## config.mk

```make
export PLATFORM = sky130hd
export DESIGN_NAME = demux_conductual_flat
export DESIGN_NICKNAME = d
export VERILOG_FILES = /design/src/rtl/demux_conductual_pkg.sv /design/src/rtl/demux_conductual_if.sv /design/src/rtl/demux_conductual_fifo_sincrono.sv /design/src/rtl/demux_conductual.sv /design/src/flat_wrapper.sv
export SDC_FILE = /design/constraint.sdc
export NUM_CORES = 1
export LEC_CHECK = 0
export BUFFER_PORTS_ARGS = -buffer_cell sky130_fd_sc_hd__buf_2
export CAP_MARGIN = 15
export CORE_MARGIN = 2
export CORE_UTILIZATION = 55
export DETAILED_ROUTE_END_ITERATION = 8
export HOLD_SLACK_MARGIN = 0.1
export MAX_ROUTING_LAYER = met4
export PLACE_DENSITY_LB_ADDON = 0.08
export RECOVER_POWER = 50
export SYNTH_ARGS = -nofsm -noshare
export SYNTH_HDL_FRONTEND = slang
export SYNTH_SLANG_ARGS = --single-unit
```

## constraint.sdc

```tcl
create_clock -name clk -period 2.9 [get_ports clk]
set_input_delay 0.58 -clock clk [delete_from_list [all_inputs] [get_ports clk]]
set_output_delay 0.58 -clock clk [all_outputs]
set_load 0.1 [all_outputs]
```

## src/rtl/demux_conductual_pkg.sv

```systemverilog
// Shared constants and the channel-select encoding for the 1:2 buffered demultiplexer.
package demux_conductual_pkg;

    localparam int DEMUX_BW    = 2;
    localparam int DEMUX_DEPTH = 4;
    localparam int DEMUX_PTR   = 2;

    typedef enum logic {
        CH0 = 1'b0,
        CH1 = 1'b1
    } chan_e;

endpackage

```

## src/rtl/demux_conductual_if.sv

```systemverilog
// Push side (selector/valid/data/ready) and both consumer pop/valid channels plus status flags.
interface demux_conductual_if #(
    parameter int BW = demux_conductual_pkg::DEMUX_BW
);
    logic          selector;
    logic          valid_in;
    logic [BW-1:0] data_in;
    logic          ready_in;
    logic          pop_0;
    logic          pop_1;
    logic [BW-1:0] data_out0;
    logic [BW-1:0] data_out1;
    logic          valid_out0;
    logic          valid_out1;
    logic          full_0;
    logic          full_1;
    logic          empty_0;
    logic          empty_1;
    logic          err;

    modport master (
        output selector, valid_in, data_in, pop_0, pop_1,
        input  ready_in, data_out0, data_out1, valid_out0, valid_out1,
        input  full_0, full_1, empty_0, empty_1, err
    );

    modport slave (
        input  selector, valid_in, data_in, pop_0, pop_1,
        output ready_in, data_out0, data_out1, valid_out0, valid_out1,
        output full_0, full_1, empty_0, empty_1, err
    );
endinterface

```

## src/rtl/demux_conductual_fifo_sincrono.sv

```systemverilog
// Per-channel synchronous FIFO with registered output word and one-cycle output-valid pulse.
module fifo_sincrono #(
    parameter int BW    = 2,
    parameter int DEPTH = 4,
    parameter int PTR   = 2
) (
    input  logic          clk,
    input  logic          reset_L,
    input  logic          push,
    input  logic          pop,
    input  logic [BW-1:0] din,
    output logic [BW-1:0] dout,
    output logic          dout_valid,
    output logic          full,
    output logic          empty
);
    localparam logic [PTR:0] FULL_CNT = (PTR+1)'(DEPTH);

    logic [BW-1:0]  r_mem [DEPTH];
    logic [PTR-1:0] r_wr_ptr;
    logic [PTR-1:0] r_rd_ptr;
    logic [PTR:0]   r_count;
    logic [BW-1:0]  r_dout;
    logic           r_dout_valid;
    logic           w_do_push;
    logic           w_do_pop;

    assign full       = (r_count == FULL_CNT);
    assign empty      = (r_count == '0);
    assign dout       = r_dout;
    assign dout_valid = r_dout_valid;

    // A pop on a full FIFO frees the slot the concurrent push reuses.
    assign w_do_pop  = pop && !empty;
    assign w_do_push = push && (!full || w_do_pop);

    always_ff @(posedge clk) begin
        if (!reset_L) begin
            r_wr_ptr     <= '0;
            r_rd_ptr     <= '0;
            r_count      <= '0;
            r_dout       <= '0;
            r_dout_valid <= 1'b0;
        end else begin
            r_dout_valid <= w_do_pop;
            if (w_do_push) begin
                r_wr_ptr <= r_wr_ptr + 1'b1;
            end
            if (w_do_pop) begin
                r_rd_ptr <= r_rd_ptr + 1'b1;
                r_dout   <= r_mem[r_rd_ptr];
            end
            case ({w_do_push, w_do_pop})
                2'b10:   r_count <= r_count + 1'b1;
                2'b01:   r_count <= r_count - 1'b1;
                default: r_count <= r_count;
            endcase
        end
    end

    always_ff @(posedge clk) begin
        if (reset_L && w_do_push) begin
            r_mem[r_wr_ptr] <= din;
        end
    end

endmodule

```

## src/rtl/demux_conductual.sv

```systemverilog
// 1:2 demultiplexer: steers the input stream into one of two buffered channels by selector.
module demux_conductual
    import demux_conductual_pkg::*;
#(
    parameter int BW    = DEMUX_BW,
    parameter int DEPTH = DEMUX_DEPTH,
    parameter int PTR   = DEMUX_PTR
) (
    input  logic               clk,
    input  logic               reset_L,
    demux_conductual_if.slave  bus
);
    logic w_sel_ch1;
    logic w_full_sel;
    logic w_pop_sel;
    logic w_push_0;
    logic w_push_1;
    logic r_err;

    assign w_sel_ch1  = (chan_e'(bus.selector) == CH1);
    assign w_full_sel = w_sel_ch1 ? bus.full_1 : bus.full_0;
    assign w_pop_sel  = w_sel_ch1 ? bus.pop_1  : bus.pop_0;

    assign bus.ready_in = !w_full_sel;
    assign bus.err      = r_err;

    // Full channel still accepts a push when its consumer pops in the same cycle.
    assign w_push_0 = bus.valid_in && !w_sel_ch1 && (!bus.full_0 || bus.pop_0);
    assign w_push_1 = bus.valid_in &&  w_sel_ch1 && (!bus.full_1 || bus.pop_1);

    always_ff @(posedge clk) begin
        if (!reset_L) begin
            r_err <= 1'b0;
        end else if (bus.valid_in && w_full_sel && !w_pop_sel) begin
            r_err <= 1'b1;
        end
    end

    fifo_sincrono #(.BW(BW), .DEPTH(DEPTH), .PTR(PTR)) u_fifo_0 (
        .clk        (clk),
        .reset_L    (reset_L),
        .push       (w_push_0),
        .pop        (bus.pop_0),
        .din        (bus.data_in),
        .dout       (bus.data_out0),
        .dout_valid (bus.valid_out0),
        .full       (bus.full_0),
        .empty      (bus.empty_0)
    );

    fifo_sincrono #(.BW(BW), .DEPTH(DEPTH), .PTR(PTR)) u_fifo_1 (
        .clk        (clk),
        .reset_L    (reset_L),
        .push       (w_push_1),
        .pop        (bus.pop_1),
        .din        (bus.data_in),
        .dout       (bus.data_out1),
        .dout_valid (bus.valid_out1),
        .full       (bus.full_1),
        .empty      (bus.empty_1)
    );

endmodule

```

## src/flat_wrapper.sv

```systemverilog
// flat-port wrapper written by rule: the top's interface ports become plain ports
module demux_conductual_flat import demux_conductual_pkg::*;
#(
    parameter int BW    = DEMUX_BW,
    parameter int DEPTH = DEMUX_DEPTH,
    parameter int PTR   = DEMUX_PTR
)
  (clk, reset_L, bus_selector, bus_valid_in, bus_data_in, bus_pop_0, bus_pop_1, bus_ready_in, bus_data_out0, bus_data_out1, bus_valid_out0, bus_valid_out1, bus_full_0, bus_full_1, bus_empty_0, bus_empty_1, bus_err);
  demux_conductual_if #(.BW(BW)) bus_i ();
  input  logic clk;
  input  logic reset_L;
  input wire logic [$bits(bus_i.selector)-1:0] bus_selector;
  input wire logic [$bits(bus_i.valid_in)-1:0] bus_valid_in;
  input wire logic [$bits(bus_i.data_in)-1:0] bus_data_in;
  input wire logic [$bits(bus_i.pop_0)-1:0] bus_pop_0;
  input wire logic [$bits(bus_i.pop_1)-1:0] bus_pop_1;
  output wire logic [$bits(bus_i.ready_in)-1:0] bus_ready_in;
  output wire logic [$bits(bus_i.data_out0)-1:0] bus_data_out0;
  output wire logic [$bits(bus_i.data_out1)-1:0] bus_data_out1;
  output wire logic [$bits(bus_i.valid_out0)-1:0] bus_valid_out0;
  output wire logic [$bits(bus_i.valid_out1)-1:0] bus_valid_out1;
  output wire logic [$bits(bus_i.full_0)-1:0] bus_full_0;
  output wire logic [$bits(bus_i.full_1)-1:0] bus_full_1;
  output wire logic [$bits(bus_i.empty_0)-1:0] bus_empty_0;
  output wire logic [$bits(bus_i.empty_1)-1:0] bus_empty_1;
  output wire logic [$bits(bus_i.err)-1:0] bus_err;
  assign bus_i.selector = bus_selector;
  assign bus_i.valid_in = bus_valid_in;
  assign bus_i.data_in = bus_data_in;
  assign bus_i.pop_0 = bus_pop_0;
  assign bus_i.pop_1 = bus_pop_1;
  assign bus_ready_in = bus_i.ready_in;
  assign bus_data_out0 = bus_i.data_out0;
  assign bus_data_out1 = bus_i.data_out1;
  assign bus_valid_out0 = bus_i.valid_out0;
  assign bus_valid_out1 = bus_i.valid_out1;
  assign bus_full_0 = bus_i.full_0;
  assign bus_full_1 = bus_i.full_1;
  assign bus_empty_0 = bus_i.empty_0;
  assign bus_empty_1 = bus_i.empty_1;
  assign bus_err = bus_i.err;
  demux_conductual #(.BW(BW), .DEPTH(DEPTH), .PTR(PTR)) u_core (.clk(clk), .reset_L(reset_L), .bus(bus_i));
endmodule
```

Word-level counts from Yosys, hierarchy flattened
Memories as Yosys holds them, arrays and structs flattened. A register that Yosys moved wholly into a read port is not among the register bits.
Index checks and enable logic that the tools add are counted.
- output and inout bits: 12
- memories: 2
- RAM bits: 16
- bits of input ports: 8
- bits in registers: 17
- word-level logic and storage cells: 62
- memory list (memory ; words ; bits a word ; rd ports ; clocked after memory_dff ; wr ports ; line ; RTL):
    u_core.u_fifo_0.r_mem ; 4 ; 2 ; 1 ; 1 ; 1 ; demux_conductual_fifo_sincrono.sv:19 ; logic [BW-1:0] r_mem [DEPTH];
    u_core.u_fifo_1.r_mem ; 4 ; 2 ; 1 ; 1 ; 1 ; demux_conductual_fifo_sincrono.sv:19 ;
- eq/ne operators: 6
- reductions and logical operators: 29
- add/subtract/negate cells: 8
- mux-type cells: 8
- operators by type and width (kind ; count):
    $logic_and A1 B1 Y1 ; 12
    $pmux W3 S2 ; 2
    $logic_not A1 Y1 ; 9
    $add A2 B1 Y2 const B ; 4
    $add A3 B1 Y3 const B ; 2
    $eq A3 B3 Y1 const B ; 2
    $logic_not A3 Y1 ; 2
    $mux W1 ; 6
    $sub A3 B1 Y3 const B ; 2
    $eq A2 B1 Y1 const B ; 2
    $eq A2 B2 Y1 const B ; 2
    $logic_or A1 B1 Y1 ; 4
    $reduce_bool A2 Y1 ; 2

Logic depth before layout (Yosys ltp)
Gate-level depths: netlist of run 1.
- depth after elaboration: 8
- depth in mapped cells: 9
- gate-level depth less buffers: 9

Modules after synthesis
From an unflattened synthesis of run 1, not the netlist that was laid out.
- cells, all modules: 185
- area total of the unflattened synthesis: 1958.1 um2
- by module, submodules not included (module ; times used ; area an instance (um2) ; sequential area each (um2) ; cells each):
    fifo_sincrono ; 2 ; 933.4 ; 440.4 ; 87
    demux_conductual ; 1 ; 91.3 ; 20.0 ; 11

Least setup slack after synthesis of run 1
OpenSTA, ideal clock, no wires.
- kind: register -> output
- start: reg u_core.u_fifo_0.r_count[0]
- end: out bus_empty_0
- cell stages (with the launch flop): 2
- arrival: 2.546 ns
- required time: 2.320 ns
- path buffers: 0
- path slack: -0.226 ns
- cell sequence: dfxtp_1 nor3_1
- longest elaborated chain between the ends: 1
- ends and longest elaborated chain (item ; line ; RTL):
    start, declared ; demux_conductual_fifo_sincrono.sv:22 ; logic [PTR:0] r_count;
    start signal, assigned ; demux_conductual_fifo_sincrono.sv:54 ; 2'b10: r_count <= r_count + 1'b1;
    start signal, assigned ; demux_conductual_fifo_sincrono.sv:55 ; 2'b01: r_count <= r_count - 1'b1;
    start signal, assigned ; demux_conductual_fifo_sincrono.sv:56 ; default: r_count <= r_count;
    $logic_not A3 Y1 ; demux_conductual_fifo_sincrono.sv:29 ; assign empty = (r_count == '0);
    end, declared ; flat_wrapper.sv:24 ; output wire logic [$bits(bus_i.empty_0)-1:0] bus_empty_0;
Every way passes these cells.

Final worst setup path of run 1
- start: reg u_core.u_fifo_1.r_count[2]
- end: reg u_core.u_fifo_1.r_count[2]
- longest elaborated chain between the ends: 7
- elaborated cells between the ends (all ways): 15
- those cells by class: add/sub (2); eq/ne (3); mux (1); reduce/logical (9)
- ends and longest elaborated chain (item ; line ; RTL):
    start, declared ; demux_conductual_fifo_sincrono.sv:22 ;
    start signal, assigned ; demux_conductual_fifo_sincrono.sv:54 ;
    start signal, assigned ; demux_conductual_fifo_sincrono.sv:55 ;
    start signal, assigned ; demux_conductual_fifo_sincrono.sv:56 ;
    $eq A3 B3 Y1 / $logic_not A3 Y1 (equally long branches) ; demux_conductual_fifo_sincrono.sv:28, demux_conductual_fifo_sincrono.sv:29 ;
    $logic_not A1 Y1, on equally long branches ; demux_conductual_fifo_sincrono.sv:35, demux_conductual.sv:29, demux_conductual_fifo_sincrono.sv:34 ;
    $logic_or A1 B1 Y1 / $logic_and A1 B1 Y1 (equally long branches) ; demux_conductual.sv:29, demux_conductual_fifo_sincrono.sv:34 ;
    $logic_and A1 B1 Y1 / $logic_or A1 B1 Y1 (equally long branches) ; demux_conductual.sv:29, demux_conductual_fifo_sincrono.sv:35 ;
    $logic_and A1 B1 Y1 ; demux_conductual_fifo_sincrono.sv:35 ; assign w_do_push = push && (!full || w_do_pop);
    $eq A2 B1 Y1 / $eq A2 B2 Y1 (equally long branches) ; demux_conductual_fifo_sincrono.sv:53 ; case ({w_do_push, w_do_pop})
    $pmux W3 S2 / $reduce_bool A2 Y1 (equally long branches) ; n/a ;
Parallel ways exist; a longest one is shown, timed or not.
A chain may end at the register's enable or synchronous reset.

==> flow_summary.toml, run 1 <==
[clock_network]
cts_root_buffer = "clkbuf_4"
cts_buffer_depth = 2
clkLatencyLatePin_ps = 330
cts.sinks = 37
cts.clk_slew.worst_paths_ps = 100
htreeDepth = 2
hold_buffers = 0
cts_setup_buffers = 0
cts_buffers = 5
post_cts_resized = 0
cts_tree = "yes"

[worst_setup_path]
crit_required_ps = 3150
r2r_end = "u_core.u_fifo_1.r_count[2]"
critPathKind = "flop to flop"
cp_cell_sequence = "nor3b_4 -> a21oi_1 -> inv_1 -> ha_1 -> inv_1 -> fa_1 -> xor2_1 -> or3_1 -> a21oi_1"
rr_worst_depth = 9
arrival_ps = 2620
critPathMaxFanout = 7
r2r-start = "u_core.u_fifo_1.r_count[2]"
cp_top_family = "simple AND/OR/NAND/NOR gates"
crit_slowest_cell = "dfxtp_1"
cpPeakStageDelay_ps = 440
rrSetupSlack_ps = 530
timing.critical_path.from_type = "flop"
path_buf_inv = 2
crit_path_end_kind = "flop"
crit_cells = 9

[yosys]
synth-seq-area-share_pct = 52.2
synth_top_area_share_pct = 27.8
synth-edff-count = 16
synthTopCellsByCount = "21 x dfxtp_1, 16 x edfxtp_1, 15 x inv_1, 15 x nand2_1"
avgSynthCellArea_um2 = 12.0
synthMuxAreaShare_pct = 8.33
synth_nets = 164
postSynthRegisterBits = 37
synth_adder_area_share_pct = 9.57
synth.distinct_cells = 27
synth_top_family_by_area = "simple AND/OR/NAND/NOR gates"
netlist_top_cells_area = "edfxtp_1 28%, dfxtp_1 24%, ha_1 7.2%"
synth_most_common_cell = "dfxtp_1"
synth_cells = 144
postSynth.asyncResetShare_pct = 0
synth_simple_gate_area_share_pct = 13.3
post-synth-top-area-cell = "edfxtp_1"
synth_ff_type = "dfxtp_1"
ys_warn_count = 0
synth_xor_area_share_pct = 4.06
netlist_area_um2 = 1730
synth_compound_area_share_pct = 8.62

[power]
p_comb_share_pct = 45.4
vdd_drop_max_mv = 0.343
switching_share_pct = 47.7
p_seq_share_pct = 41.0
cellPowerDensity_nw_per_um2 = 930
total_leakage_power_uw = 0.000734
power.share.clock_pct = 13.6
switching_power_uw = 837
internal-power_uw = 920

[global_route]
antenna_found_initial = 0
grt_overflow = 0
grt_util_met1_pct = 22.2
grt_pass1_wl_um = 4580
gr-max-usage-layer = "met2"
grt_use_total_pct = 18.7
gr-usage-met3_pct = 3.90
grtUsageMet2_pct = 30.1
grt_start_max_net_pins = 24
grt_pass1_vias = 1049

[finish]
instances_no_fill = 211
area_growth_pct = 9.42
final_net_count = 187
antennaDiodeCount = 0
drive_above_1_share_pct = 19.8
fillCellCount = 265

[place]
port_buffers = 19
place_hpwl_um = 2130
dp.cells = 204
gp_congestion = 0.803

[drt]
wl_per_cell_um = 13.5
dr_total_vias = 1105
drc = 0
finalWirelength_um = 2850
dr.pass1.iters = 4
ant_nets = 0
via_per_inst = 5.24
drtIter0Drc = 59

[timing]
setup_viol = 0
tns_ps = 0
min_period_over_period_pct = 81.8
clock.fmax_mhz = 422
skew_ps = 4.74
period_minus_slack_ps = 2370
rsz0062_at_grt = "false"
hold_violations = 0
worst_pin_slew_ps = 877
maxSlewHeadroom_pct = 41.5
drv_slew = 0

[worst_hold_path]
hp-start = "u_core.u_fifo_1.dout[0]"
hold_class = "flop to flop"
min_to = "u_core.u_fifo_1.dout[0]"
holdPathStages = 2

[floorplan]
die_area_um2 = 3600
initial_core_util_pct = 57.0
die_x_um = 60.0
row_count = 20
io_pins = 20
die_h_um = 60.0
coreArea_um2 = 3030

[flow_run]
drv_cap = 0

[status]
status = "finished, final reports clean"
kinds of logic (layout without fill, tap and decap cells):
logic type / Yosys count / after routing
XOR/XNOR: 8 / 8
AND/OR/NAND/NOR: 42 / 42
AO/OA/AOI/OAI: 18 / 18
adder cells (fa/ha/maj): 12 / 12
buffers and inverters: 18 / 41
flip-flops: 37 / 37
multiplexers: 9 / 9
layout by cell type, fill, tap and decap left out, drive strengths merged:
master   count
nor2        10
or3          2
fa           2
mux2i        5
nand2       15
nand2b       1
ha          10
buf         16
clkinv       1
xnor2        2
nor3b        2
o31a         2
and3         8
inv         15
a21oi        6
o21ai        3
dfxtp       21
mux4         4
nor3         4
o2111ai      1
edfxtp      16
o311ai       2
xor2         6
clkbuf       9
o2bb2ai      4
power groups by stage:
stage                     clock network (uW)  registers [uW]  logic, uW
after floorplan                            0             878        540
after global placement                     0             729        793
after detailed placement                   0             735        810
after CTS                                246             724        813
after global routing                     265             734        855
final                                    239             720        798
worst min-delay path, delay by kind of cell, from the launching register on:
family,cells,cell delay (ps)
flops,1,320
compound gates,1,60
simple gates,1,50
stage by stage:
step | instance area (um^2) | utilization, % | total power, uW | setup WS (ps) | hold slack (ps)
finish | 1890 | 62.4 | 1760 | 529 | 465
detailed placement | 1880 | 61.9 | 1540 | 579 | 453
global route | 1890 | 62.4 | 1850 | 359 | 486
global placement | 1880 | 61.9 | 1520 | 663 | 447
CTS | 1920 | 63.4 | 1780 | 592 | 468
floorplan | 1740 | - | 1420 | 74.2 | 468
layout make-up:
cell class                 count  area, um^2  area share, %
tap                           44        55.1           2.91
inverter                      15        56.3           2.98
multi-input combinational     89         741           39.2
clock inverter                 1        3.75          0.199
sequential                    37         901           47.7
timing repair buffer          19        91.3           4.83
clock buffer                   6        41.3           2.19
state kept, by name, summed over array words and instances (netlist names):
name and count:
u_core.bus.err 1, u_core.u_fifo_0.dout 2, u_core.u_fifo_0.dout_valid 1, u_core.u_fifo_0.r_count 3
u_core.u_fifo_0.r_mem 8, u_core.u_fifo_0.r_rd_ptr 2, u_core.u_fifo_0.r_wr_ptr 2, u_core.u_fifo_1.dout 2
u_core.u_fifo_1.dout_valid 1, u_core.u_fifo_1.r_count 3, u_core.u_fifo_1.r_mem 8, u_core.u_fifo_1.r_rd_ptr 2
u_core.u_fifo_1.r_wr_ptr 2
routing by layer:
layer	up-vias	part of all wire, %
li1	549	-
met1	522	42
met2	29	52
met3	5	4.6
met4	0	1.3
met5	-	0
worst max path at each step:
stage                                    start                          to  slack (ps)
finish              u_core.u_fifo_1.r_count[2]  u_core.u_fifo_1.r_count[2]         530
global placement                     bus_pop_0  u_core.u_fifo_0.r_count[2]         660
CTS                 u_core.u_fifo_1.r_count[2]  u_core.u_fifo_1.r_count[2]         590
detailed placement                   bus_pop_1  u_core.u_fifo_1.r_count[2]         580
global route        u_core.u_fifo_0.r_count[2]  u_core.u_fifo_0.r_count[2]         360
floorplan           u_core.u_fifo_0.r_count[2]  u_core.u_fifo_0.r_count[2]          70
No activity file was read; power rests on OpenSTA's default activity.
==> inputs of run 2 (changes only) <==
==> constraint.sdc (replaced) <==
create_clock -name clk -period 2.3 [get_ports clk]
set_input_delay 0.46 -clock clk [delete_from_list [all_inputs] [get_ports clk]]
set_output_delay 0.46 -clock clk [all_outputs]
set_load 0.1 [all_outputs]
==> run 2 against run 1 <==
Net effect:
- register-to-register slack worse by 370 ps
- critical path depth unchanged
- largest cell class unchanged
- largest power group unchanged
- clock power up 30%
- first-iteration DRC count increased by 59%
- routed wire length down 4.1%
- via count rose by 1.0%
- worst setup slack got worse by 370 ps
- critical path type unchanged
- worst hold slack got worse by 69 ps
- die area unchanged
==> flow_summary.toml, run 2 (synthesis results as in run 1) <==
[status]
status = "finished, final reports clean"

[power]
switching_share_pct = 47.5
cellPowerDensity_nw_per_um2 = 1160
p_comb_share_pct = 45.7
internal-power_uw = 1190
power.share.clock_pct = 13.7
switching_power_uw = 1070
vdd_drop_max_mv = 0.398
p_seq_share_pct = 40.5
total_leakage_power_uw = 0.000748

[clock_network]
cts_setup_buffers = 0
cts_root_buffer = "clkbuf_4"
cts_tree = "yes"
cts_buffer_depth = 2
cts_buffers = 5
htreeDepth = 2
hold_buffers = 0
clkLatencyLatePin_ps = 340
cts.sinks = 37
post_cts_resized = 0
cts.clk_slew.worst_paths_ps = 100

[timing]
setup_slack_ps = 164
worst_pin_slew_ps = 484
tns_ps = 0
drv_slew = 0
maxSlewHeadroom_pct = 67.3
setup_viol = 0
hold_violations = 0
skew_ps = 6.23
holdWs_ps = 396
min_period_over_period_pct = 92.9
period_minus_slack_ps = 2140
rsz0062_at_grt = "false"
clock.fmax_mhz = 468

[worst_setup_path]
r2r_end = "u_core.u_fifo_1.r_count[2]"
crit_path_end_kind = "flop"
critPathMaxFanout = 7
rr_worst_depth = 9
crit_required_ps = 2550
r2r-start = "u_core.u_fifo_1.r_count[2]"
arrival_ps = 2390
rrSetupSlack_ps = 160
critPathKind = "flop to flop"
timing.critical_path.from_type = "flop"

[floorplan]
die_area_um2 = 3600
die_h_um = 60.0
die_x_um = 60.0
row_count = 20
io_pins = 20
coreArea_um2 = 3030
initial_core_util_pct = 57.0

[place]
dp.cells = 205
place_hpwl_um = 2040
port_buffers = 19
gp_congestion = 0.760
dp_worst_setup_slack_ps = 136

[global_route]
grt_start_max_net_pins = 23
grt_overflow = 0
antenna_found_initial = 0
grt_pass1_wl_um = 4420
grt_use_total_pct = 18.1
grt_pass1_vias = 1040

[worst_hold_path]
holdPathStages = 3
hold_class = "input port to flop"
min_to = "u_core.bus.err"
hp-start = "bus_valid_in"

[drt]
via_per_inst = 5.24
finalWirelength_um = 2730
drtIter0Drc = 94
drc = 0
dr.pass1.iters = 4
dr_total_vias = 1116
ant_nets = 0
wl_per_cell_um = 12.8

[finish]
final_net_count = 189
layout_commonest_cell = "buf_2"
utilization_pct = 64.1
fillCellCount = 236
antennaDiodeCount = 0
instances_no_fill = 213
final_cell_mix = "17 x buf_2, 16 x edfxtp_1, 15 x nand2_1, 15 x dfxtp_1, 13 x inv_1"
drive_above_1_share_pct = 29.0
area_growth_pct = 12.4
reg.largest.list = "u_core.u_fifo_0.r_mem x8, u_core.u_fifo_1.r_mem x8"

[flow_run]
drv_cap = 0
## run 2: cell types whose count changed in the layout (fill, tap and decap cells not counted), sizes merged
| cell | previous run | this run |
|---|---|---|
| buf | 16 | 18 |
## run 2: how the worst max path moves through the flow
| stage | depth (start not counted) | start | endpoint |
|---|---|---|---|
| CTS | 9 | u_core.u_fifo_0.r_count[2] | u_core.u_fifo_0.r_count[2] |
| floorplan | 9 | u_core.u_fifo_0.r_count[2] | u_core.u_fifo_0.r_count[2] |
| global route | 9 | u_core.u_fifo_0.r_count[2] | u_core.u_fifo_0.r_count[2] |
| detailed placement | 10 | bus_selector | u_core.u_fifo_0.r_count[2] |
| global placement | 10 | bus_selector | u_core.u_fifo_0.r_count[2] |
| finish | 9 | u_core.u_fifo_1.r_count[2] | u_core.u_fifo_1.r_count[2] |
## run 2: critical path, cell delays in order (launching register included)
cell and delay [ps]:
dfxtp_2 390, nor3b_4 280, a21oi_4 130, inv_1 70
ha_2 180, inv_2 40, fa_2 320, xor2_1 150
or3_1 310, a21oi_1 170
## run 2: power groups by stage
stage / logic [uW] / registers, uW / clock network (uW)
global placement: 1020 / 927 / 0
finish: 1030 / 915 / 311
global route: 1100 / 939 / 345
CTS: 1040 / 920 / 318
detailed placement: 1040 / 935 / 0
floorplan: 696 / 1120 / 0
## run 2: stage by stage
stage               instance area (um^2)  power (uW)
finish                              1940        2260
global route                        1940        2390
CTS                                 1950        2280
detailed placement                  1900        1970
global placement                    1900        1940
floorplan                           1750        1810
## run 2: cell type report
cell class,instances,area [um^2],area share (%)
Clock buffer,6,41.3,2.13
Inverter,15,56.3,2.90
Multi-Input combinational cell,89,768,39.6
Clock inverter,1,3.75,0.193
Tap cell,44,55.1,2.84
Sequential cell,37,908,46.8
Timing Repair Buffer,21,108,5.54
## run 2: metal layers
| metal | wire length, um | GRT usage (%) |
|---|---|---|
| met1 | 1250 | 20.1 |
| met2 | 1300 | 29.3 |
| met3 | 112 | 4.55 |
| met4 | 70 | 10.5 |
| met5 | 0 | - |
==> inputs of run 3 (changes only) <==
--- a/config.mk
+++ b/config.mk
@@ -8,7 +8,7 @@
 export BUFFER_PORTS_ARGS = -buffer_cell sky130_fd_sc_hd__buf_2
 export CAP_MARGIN = 15
 export CORE_MARGIN = 2
-export CORE_UTILIZATION = 55
+export CORE_UTILIZATION = 45
 export DETAILED_ROUTE_END_ITERATION = 8
 export HOLD_SLACK_MARGIN = 0.1
 export MAX_ROUTING_LAYER = met4
==> run 3 against run 2 <==
Net effect:
- count of clock-buffer cells in the layout decreased by 1
- worst setup slack better by 29 ps
- via count is 1.8% lower
- flip-flop and latch count is the same
- largest cell class unchanged
==> flow_summary.toml, run 3 (synthesis results as in run 1) <==
[status]
status = "finished, final reports clean"

[drt]
wl_per_cell_um = 13.2
dr.pass1.iters = 4
drc = 0
ant_nets = 0
finalWirelength_um = 2860
drtIter0Drc = 20
via_per_inst = 5.05
dr_total_vias = 1096

[place]
dp_worst_setup_slack_ps = 139
port_buffers = 19
gp_congestion = 0.732
place_hpwl_um = 2140
placed_cell_area_um2 = 1910

[worst_setup_path]
rr_worst_depth = 9
r2r_end = "u_core.u_fifo_0.r_count[2]"
arrival_ps = 2320
timing.critical_path.from_type = "flop"
crit_path_end_kind = "flop"
cp_top_family = "simple AND/OR/NAND/NOR gates"
crit_required_ps = 2510
path_buf_inv = 2
rrSetupSlack_ps = 190
cpPeakStageDelay_ps = 390
critPathKind = "flop to flop"
r2r-start = "u_core.u_fifo_0.r_count[0]"
cp_cell_sequence = "nor3b_4 -> a21oi_4 -> inv_1 -> ha_2 -> inv_2 -> fa_2 -> xor2_1 -> or3_1 -> a21oi_1"
critPathMaxFanout = 7
crit_slowest_cell = "dfxtp_1"

[floorplan]
coreArea_um2 = 3690
die_x_um = 65.9
row_count = 22
die_area_um2 = 4350
initial_core_util_pct = 46.8
io_pins = 20
die_h_um = 65.9

[power]
p_seq_share_pct = 38.6
total_leakage_power_uw = 0.000760
power.share.clock_pct = 17.9
cellPowerDensity_nw_per_um2 = 1200
internal-power_uw = 1270
vdd_drop_max_mv = 0.377
p_comb_share_pct = 43.5
switching_power_uw = 1090
switching_share_pct = 46.3

[finish]
final_net_count = 188
reg.largest.list = "u_core.u_fifo_0.r_mem x8, u_core.u_fifo_1.r_mem x8"
drive_above_1_share_pct = 27.8
final_cell_mix = "17 x buf_2, 17 x dfxtp_1, 16 x edfxtp_1"
area_growth_pct = 14.2
antennaDiodeCount = 0
fin_area_um2 = 1970

[global_route]
grt_pass1_wl_um = 4970
grt_pass1_vias = 1115
grt_use_total_pct = 16.1
antenna_found_initial = 0
grt_start_max_net_pins = 23
grt_overflow = 0

[timing]
skew_ps = 4.62
maxSlewHeadroom_pct = 67.7
setup_viol = 0
hold_violations = 0
clock.fmax_mhz = 475
min_period_over_period_pct = 91.6
rsz0062_at_grt = "false"
worst_pin_slew_ps = 487
drv_slew = 0
setup_slack_ps = 193
tns_ps = 0
period_minus_slack_ps = 2110

[clock_network]
cts_tree = "yes"
clkLatencyLatePin_ps = 290
hold_buffers = 0
htreeDepth = 2
cts_setup_buffers = 0
cts_buffer_depth = 2
cts_root_buffer = "clkbuf_8"
post_cts_resized = 0
cts.sinks = 37
cts_buffers = 5
cts.clk_slew.worst_paths_ps = 70

[worst_hold_path]
hold_class = "flop to flop"
holdPathStages = 2
hp-start = "u_core.u_fifo_0.dout[1]"
min_to = "u_core.u_fifo_0.dout[1]"

[flow_run]
drv_cap = 0
==> run 3: cell types whose count changed in the layout (fill, tap and decap cells not counted), sizes merged <==
cell	change
clkbuf	-2
clkinv	+2
==> run 3: metal layers <==
| metal | vias to the layer above | track usage (%) | part of all wire (%) | wire length, um |
|---|---|---|---|---|
| met5 | - | - | 0 | 0 |
| met3 | 8 | 4.09 | 4.9 | 141 |
| met2 | 29 | 25.6 | 48 | 1380 |
| li1 | 552 | - | - | - |
| met4 | 0 | 9.95 | 2.7 | 78 |
| met1 | 507 | 18.3 | 44 | 1270 |
==> run 3: worst register-to-register path: cells and delay by family, from the launching register on <==
family	cells	cell delay, ps
flops	1	390
simple gates	2	590
compound gates	2	280
fa+ha+maj	2	510
buf+inv	2	120
xor+xnor	1	150
==> run 3: worst max path at each step <==
stage	start	end	slack, ps	cells after the start
2_1_floorplan	u_core.u_fifo_0.r_count[2]	u_core.u_fifo_0.r_count[2]	-410	9
3_3_place_gp	bus_pop_0	u_core.u_fifo_0.r_count[2]	190	10
3_5_place_dp	bus_pop_0	u_core.u_fifo_0.r_count[2]	140	10
4_1_cts	u_core.u_fifo_0.r_count[2]	u_core.u_fifo_0.r_count[2]	160	9
5_1_grt	u_core.u_fifo_0.r_count[0]	u_core.u_fifo_0.r_count[2]	50	9
6_report	u_core.u_fifo_0.r_count[0]	u_core.u_fifo_0.r_count[2]	190	9
==> run 3: layout make-up <==
cell class	count	area, um^2
clock buffer	5	68.8
tap	48	60.1
multi-input combinational	89	768
timing repair buffer	20	100
fill	341	1720
sequential	37	906
inverter	15	56.3
clock inverter	3	12.5
==> run 3: through the flow <==
stage               cells  total power, uW  utilization (%)  hold WS, ps
floorplan             144             1810                -          468
global placement      209             1950             51.7          450
CTS                   217             2400             53.9          447
finish                217             2360             53.5          462
global route          217             2490             53.5          493
detailed placement    209             1980             51.7          457
==> run 3: power by group through the flow <==
stage	Sequential, uW	Combinational (uW)	Clock, uW
floorplan	1120	696	0
global placement	930	1020	0
detailed placement	938	1040	0
CTS	924	1040	428
global route	931	1100	461
finish	911	1030	422
